===== src/rtl/store_data_unit.sv =====
// MEM-stage store path: aligns SB/SH/SW into byte strobes and lane-replicated data,
// runs the SRAM address/data handshake and stalls the pipeline until the write completes.
module store_data_unit #(
    parameter int ADDR_W = 32,
    parameter int DATA_W = 32
) (
    input  logic                  clk,
    input  logic                  resetn,
    input  logic                  st_valid,
    input  logic [7:0]            st_op,
    input  logic [ADDR_W-1:0]     st_addr,
    input  logic [DATA_W-1:0]     st_data,
    input  logic                  flush,
    output logic                  data_req,
    output logic                  data_wr,
    output logic [DATA_W/8-1:0]   data_wstrb,
    output logic [ADDR_W-1:0]     data_addr,
    output logic [DATA_W-1:0]     data_wdata,
    input  logic                  data_addr_ok,
    input  logic                  data_data_ok,
    output logic                  stall,
    output logic                  adel_s,
    output logic [ADDR_W-1:0]     bad_vaddr
);

    // state | meaning
    // IDLE  | no store outstanding; accepts a new store or flags a misaligned one
    // ADDR  | request on the bus, waiting for data_addr_ok (flush may cancel)
    // RESP  | address accepted, waiting for data_data_ok (flush ignored)

    localparam logic [7:0] EXE_SB_OP = 8'b11101000;
    localparam logic [7:0] EXE_SH_OP = 8'b11101001;
    localparam logic [7:0] EXE_SW_OP = 8'b11101011;

    typedef enum logic [1:0] {
        S_IDLE = 2'd0,
        S_ADDR = 2'd1,
        S_RESP = 2'd2
    } state_t;

    state_t                state_q, state_d;
    logic [DATA_W/8-1:0]   wstrb_q, wstrb_d;
    logic [ADDR_W-1:0]     addr_q, addr_d;
    logic [DATA_W-1:0]     wdata_q, wdata_d;
    logic                  adel_q, adel_d;
    logic [ADDR_W-1:0]     bad_vaddr_q, bad_vaddr_d;

    logic                  is_sb, is_sh, is_sw;
    logic                  recognised, misaligned, issue, fault;
    logic [DATA_W/8-1:0]   lane_strb;
    logic [DATA_W-1:0]     lane_data;

    always_comb begin
        is_sb      = (st_op == EXE_SB_OP);
        is_sh      = (st_op == EXE_SH_OP);
        is_sw      = (st_op == EXE_SW_OP);
        recognised = st_valid && (is_sb || is_sh || is_sw) && !flush;
        misaligned = (is_sh && st_addr[0]) || (is_sw && (st_addr[1:0] != 2'b00));
        issue      = (state_q == S_IDLE) && recognised && !misaligned;
        fault      = (state_q == S_IDLE) && recognised && misaligned;
    end

    always_comb begin
        lane_strb = '0;
        lane_data = '0;
        if (is_sb) begin
            lane_strb = 4'b0001 << st_addr[1:0];
            lane_data = {4{st_data[7:0]}};
        end else if (is_sh) begin
            lane_strb = st_addr[1] ? 4'b1100 : 4'b0011;
            lane_data = {2{st_data[15:0]}};
        end else if (is_sw) begin
            lane_strb = 4'b1111;
            lane_data = st_data;
        end
    end

    always_ff @(posedge clk or negedge resetn) begin
        if (!resetn) begin
            state_q     <= S_IDLE;
            wstrb_q     <= '0;
            addr_q      <= '0;
            wdata_q     <= '0;
            adel_q      <= 1'b0;
            bad_vaddr_q <= '0;
        end else begin
            state_q     <= state_d;
            wstrb_q     <= wstrb_d;
            addr_q      <= addr_d;
            wdata_q     <= wdata_d;
            adel_q      <= adel_d;
            bad_vaddr_q <= bad_vaddr_d;
        end
    end

    // An accepted address cannot be recalled, so flush only matters while in ADDR.
    always_comb begin
        state_d = state_q;
        case (state_q)
            S_IDLE: if (issue)             state_d = S_ADDR;
            S_ADDR: if (data_addr_ok)      state_d = S_RESP;
                    else if (flush)        state_d = S_IDLE;
            S_RESP: if (data_data_ok)      state_d = S_IDLE;
            default:                       state_d = S_IDLE;
        endcase
    end

    always_comb begin
        wstrb_d     = wstrb_q;
        addr_d      = addr_q;
        wdata_d     = wdata_q;
        adel_d      = fault;
        bad_vaddr_d = bad_vaddr_q;
        if (issue) begin
            wstrb_d = lane_strb;
            addr_d  = {st_addr[ADDR_W-1:2], 2'b00};
            wdata_d = lane_data;
        end
        if (fault) begin
            bad_vaddr_d = st_addr;
        end
    end

    // stall is released in the data_ok cycle so the pipeline advances on that same edge.
    always_comb begin
        data_req   = (state_q == S_ADDR);
        data_wr    = (state_q == S_ADDR);
        data_wstrb = wstrb_q;
        data_addr  = addr_q;
        data_wdata = wdata_q;
        adel_s     = adel_q;
        bad_vaddr  = bad_vaddr_q;
        stall      = resetn && (issue || (state_q == S_ADDR) ||
                                ((state_q == S_RESP) && !data_data_ok));
    end

endmodule


===== config.mk =====
export PLATFORM = sky130hd
export DESIGN_NAME = store_data_unit
export DESIGN_NICKNAME = d
export VERILOG_FILES = /design/src/rtl/store_data_unit.sv
export SDC_FILE = /design/constraint.sdc
export NUM_CORES = 1
export LEC_CHECK = 0
export CORE_MARGIN = 2
export CORE_UTILIZATION = 46
export DETAILED_ROUTE_END_ITERATION = 8
export PLACE_DENSITY = 0.87
export SLEW_MARGIN = 40
export SYNTH_ARGS = -nofsm -noshare
export SYNTH_HDL_FRONTEND = slang
export SYNTH_SLANG_ARGS = --single-unit
export TNS_END_PERCENT = 1

===== constraint.sdc =====
create_clock -name clk -period 2.8 [get_ports clk]
set_input_delay 0.42 -clock clk [delete_from_list [all_inputs] [get_ports clk]]
set_output_delay 0.42 -clock clk [all_outputs]
set_load 0.005 [all_outputs]

# ---- Word level (Yosys, flattened, before mapping)
# Index checks and enable logic that the tools add are counted.
# W data, S select, Z words.
dict set report totals {
  wordCells 47
  regBits 101
  out_inout_bits 104
}
dict set report op_classes {
  shift 1
  n_eq_ne 8
  reduce_logical 20
  mux 12
}
# operator count
set ops {}
lappend ops {{$mux W32} 3}
lappend ops {{$eq A8 B8 Y1 const B} 3}
lappend ops {{$mux W4} 4}
lappend ops {{$logic_and A1 B1 Y1} 9}
lappend ops {{$mux W2} 4}
lappend ops {{$pmux W2 S3} 1}
lappend ops {{$logic_or A1 B1 Y1} 5}
lappend ops {{$ne A2 B2 Y1 const B} 2}
lappend ops {{$shl A1 B2 Y4 const A} 1}
lappend ops {{$logic_not A1 Y1} 3}
lappend ops {{$ne A3 B2 Y1 const B} 1}
lappend ops {{$reduce_and A3 Y1} 1}
lappend ops {{$eq A2 B1 Y1 const B} 1}
lappend ops {{$eq A2 B2 Y1 const B} 1}
lappend ops {{$logic_not A2 Y1} 1}
lappend ops {{$reduce_bool A2 Y1} 1}

# ---- Longest topological paths before layout
dict set report depth {
  ltp_word 10
  depth_mapped 7
}

# ---- Least setup slack after synthesis
# Ideal clock, no wire load.
dict set report synth_path {
  path_kind {input port to output port}
  start {in st_op[4]}
  end {out stall}
  cell_stages 6
  path_slack_ps 771
  required_ps 2380
  path_buffers 2
  arrival_time_ps 1609
  cell_sequence {and4b_1 nand3_1 a221o_1 buf_6 buf_6 a21boi_0}
}
dict set report synth_between {
  elab_chain_cells 10
  word_cells_on_any_way 16
  classes_between {eq/ne: 3; reduce/logical: 13}
}
# item line
set synth_lines {}
lappend synth_lines {{start: declaration} 10} ;# input logic [7:0] st_op,
lappend synth_lines {{$eq A8 B8 Y1, on equally long branches} {54, 55}}
lappend synth_lines {{$logic_or A1 B1 Y1 (2 in series)} 57} ;# recognised = st_valid && (is_sb || is_sh || is_sw) && !flush;
lappend synth_lines {{$logic_and A1 B1 Y1 (2 in series)} 57}
lappend synth_lines {{$logic_and A1 B1 Y1} 59} ;# issue = (state_q == S_IDLE) && recognised && !misaligned;
lappend synth_lines {{$logic_and A1 B1 Y1 (*)} 59}
lappend synth_lines {{$logic_or A1 B1 Y1 (*) (2 in series)} 133} ;# stall = resetn && (issue || (state_q == S_ADDR) ||
lappend synth_lines {{$logic_and A1 B1 Y1 (*)} 133}
lappend synth_lines {{end: declaration} 21} ;# output logic stall,
# Mark *: on every way between the ends. The rest lies on a longest branch, timed or not.

# ---- Final worst setup path
dict set report layout_path {
  start {in flush}
  end {out stall}
}
dict set report layout_between {
  elab_chain_cells 7
}
# item line
set layout_lines {}
lappend layout_lines {{start: declaration} 13} ;# input logic flush,
lappend layout_lines {{$logic_not A1 Y1} 57}
lappend layout_lines {{$logic_and A1 B1 Y1} 57}
lappend layout_lines {{$logic_and A1 B1 Y1 (2 in series)} 59}
lappend layout_lines {{$logic_or A1 B1 Y1 (2 in series)} 133}
lappend layout_lines {{$logic_and A1 B1 Y1} 133}
# No other way between the ends.

==> flow_metrics.tcl <==
set metrics [dict create \
    cp-end-kind "primary output" \
    io_buffers 179 \
    yosys_warnings 0 \
    via_count 3177 \
    worst_pin_slew_ps 653 \
    highest_layer "met4" \
    status "complete, no violations" \
    place.gp.congestion 0.890 \
    worstSetupPathType "in2out" \
    nFillCells 643 \
    start_util_pct 46.8 \
    maxCapViolations 0 \
    syn_to_final_growth_pct 49.8 \
    routedWlPerCell_um 18.7 \
    synthDistinctLibCells 30 \
    avgSynthCellArea_um2 14.4 \
    finalSetupViolations 0 \
    route.met3.wl_mm 1.03 \
    dpl.hpwl_mm 8.36 \
    drive_above_1_share_pct 23.3 \
    core-area_um2 9150 \
    grt_pass1_wl_mm 18.1 \
    cts_buffers 9 \
    wl_mm 11.2 \
    fmax_mhz 386 \
    cellLeakagePower_nw 2.98 \
    peakVddDrop_mv 0.378 \
    drv_slew 0 \
    dp_slack_ps -55.4 \
    clkTransAtPathRegs_ps 100 \
    diodes 0 \
    synth_top_cell_area_share_pct 59.0 \
    fp.dieH_um 100 \
    die_area_um2 10100 \
    startpoint_type "input pin" \
    route.met2.wl_mm 5.42 \
    critPathArrivalTime_ps 2170 \
    hp-class "in2async" \
    netlist_area_um2 4280 \
    fp.dieW_um 100 \
    viasPerCell 5.30 \
    path_max_fanout 2 \
    drcViolationCount 0 \
    cts_hold_buffers 0 \
    synth_cells 298 \
    cts.path.max_buffers 2 \
    skew_ps 10.3 \
    dr.first_iter.drc_count 136 \
    num_rows 35 \
    tritoncts "yes" \
    finalHoldViolations 0 \
    maxSlewHeadroom_pct 56.4 \
    antenna_found_initial 0 \
    grt_overflow 0 \
    grt_max_degree 68 \
    period_share_pct 92.4 \
    p_per_area_nw_per_um2 427 \
    grt_pass1_vias 3434 \
    finalCriticalPeriod_ps 2590 \
    design_area_um2 6410 \
    met1Wirelength_mm 4.52 \
    required_ps 2380 \
    timing.final.ws_setup_ps 212 \
    ys_seq_area_share_pct 59.0 \
    postRouteAntennaNets 0 \
    cts_root_buffer "clkbuf_8" \
    postLayoutCoreUtil_pct 70.1 \
    clk_latency_ps 360 \
    ioPinCount 182 \
    clock-sinks 101 \
    yosys-top-cells-area "dfrtp_1 (59%), mux2_2 (21%), mux2_1 (4.7%), a22oi_1 (2.8%), nor2_1 (2.0%)" \
    drtPass1Iterations 4 \
    yosys.area.top_type "dfrtp_1" \
    fin_nets 562 \
    synth-seq-cells 101 \
    htree_levels 3 \
    rsz0062_at_grt "false" \
    dpl-instance-area_um2 6220 \
    grtUsageTotal_pct 23.2 \
]
[final timing paths]
path | start | to | slack, ps | depth (start not counted)
max in group asynchronous | resetn | bad_vaddr[28]$_DFFE_PN0P_ | 1720 | 3
hold / removal | resetn | data_wdata[0]$_DFFE_PN0P_ | 120 | 2
setup / recovery | flush | stall | 210 | 7
min in group clk | data_addr[16]$_DFFE_PN0P_ | data_addr[16]$_DFFE_PN0P_ | 500 | 1
hold reg to reg | data_addr[16]$_DFFE_PN0P_ | data_addr[16]$_DFFE_PN0P_ | 500 | 1
setup reg to reg | state_q[1]$_DFFE_PN0P_ | data_addr[26]$_DFFE_PN0P_ | 530 | 7
[routing by layer]
metal | vias up | global-route usage, %
met5 | - | 0
met2 | 137 | 38.3
li1 | 1447 | -
met1 | 1573 | 29.1
met3 | 20 | 8.25
met4 | 0 | 6.53
[per-stage QoR]
| stage | power [W] | hold slack (ps) | TNS (ps) | instances |
|---|---|---|---|---|
| finish | 0.00274 | 119 | 0 | 600 |
| global route | 0.00285 | 152 | 0 | 600 |
| CTS | 0.00276 | 140 | 0 | 600 |
| detailed placement | 0.00190 | 481 | -55.4 | 583 |
| global placement | 0.00189 | 472 | 0 | 583 |
| floorplan | 0.00163 | 124 | 0 | 299 |
[Yosys cell counts (all sizes together)]
cell,count
nand2,2
nor4b,1
nor2b,2
buf,15
nor3b,3
and4b,2
a221o,1
nand2b,1
nor2,23
a21o,1
dfrtp,101
o2bb2ai,8
mux2i,8
a22oi,16
a21oi,2
o211ai,1
conb,1
nand3,1
mux2,98
nand4b,1
a21boi,1
inv,2
clkbuf,3
o41ai,1
and2,1
nor3,2
[cells by family after synthesis]
group | Yosys count | share of synthesized area, %
simple gates | 39 | 4.79
mux | 106 | 27.6
other cells | 1 | 0.0876
buf+inv | 20 | 2.81
compound gates | 31 | 5.64
flops | 101 | 59.0
[critical path, stage by stage]
cell	delay (ps)
clkdlybuf4s50_1	450
nor4b_2	300
buf_4	160
nand3_1	100
a221o_2	350
a21boi_1	130
dlygate4sd2_1	250
[registers in the layout, indices dropped and copies added, names as in the netlist]
name        cells
adel_s          1
bad_vaddr      32
data_addr      30
data_wdata     32
data_wstrb      4
state_q         2
[power by group]
group / switching, W / leakage, nW / internal (W)
Sequential: 0.0000216 / 1.40 / 0.00150
Combinational: 0.000128 / 1.49 / 0.000219
Clock: 0.000533 / 0.0927 / 0.000336
[what timing repair did]
item | CTS | global route
setup endpoints to repair | 1 | 0
gates resized for setup | 2 | 0
setup buffers | 1 | 0
hold endpoints to repair | 0 | 0
[layout make-up]
cell class / count / area (um^2) / area share [%]
clock buffers: 9 / 124 / 1.93
clock inverters: 7 / 60.1 / 0.936
inverters: 2 / 7.51 / 0.117
multi-input cells: 178 / 1650 / 25.7
flip-flops and latches: 101 / 2530 / 39.4
well taps: 111 / 139 / 2.17
repair buffers: 192 / 1910 / 29.7
[layout by cell type, fill, tap and decap left out, drive strengths merged, types with 2 or more instances in the layout]
| master | n |
|---|---|
| clkdlybuf4s50 | 177 |
| dfrtp | 101 |
| mux2 | 98 |
| nor2 | 23 |
| a22oi | 16 |
| buf | 14 |
| clkbuf | 9 |
| mux2i | 8 |
| o2bb2ai | 8 |
| inv | 4 |
| clkinv | 4 |
| nor3b | 3 |
| a21oi | 2 |
| nor2b | 2 |
| and4b | 2 |
| nand2 | 2 |
| nor3 | 2 |
| conb | 2 |
(Power assumes the default switching activity.)
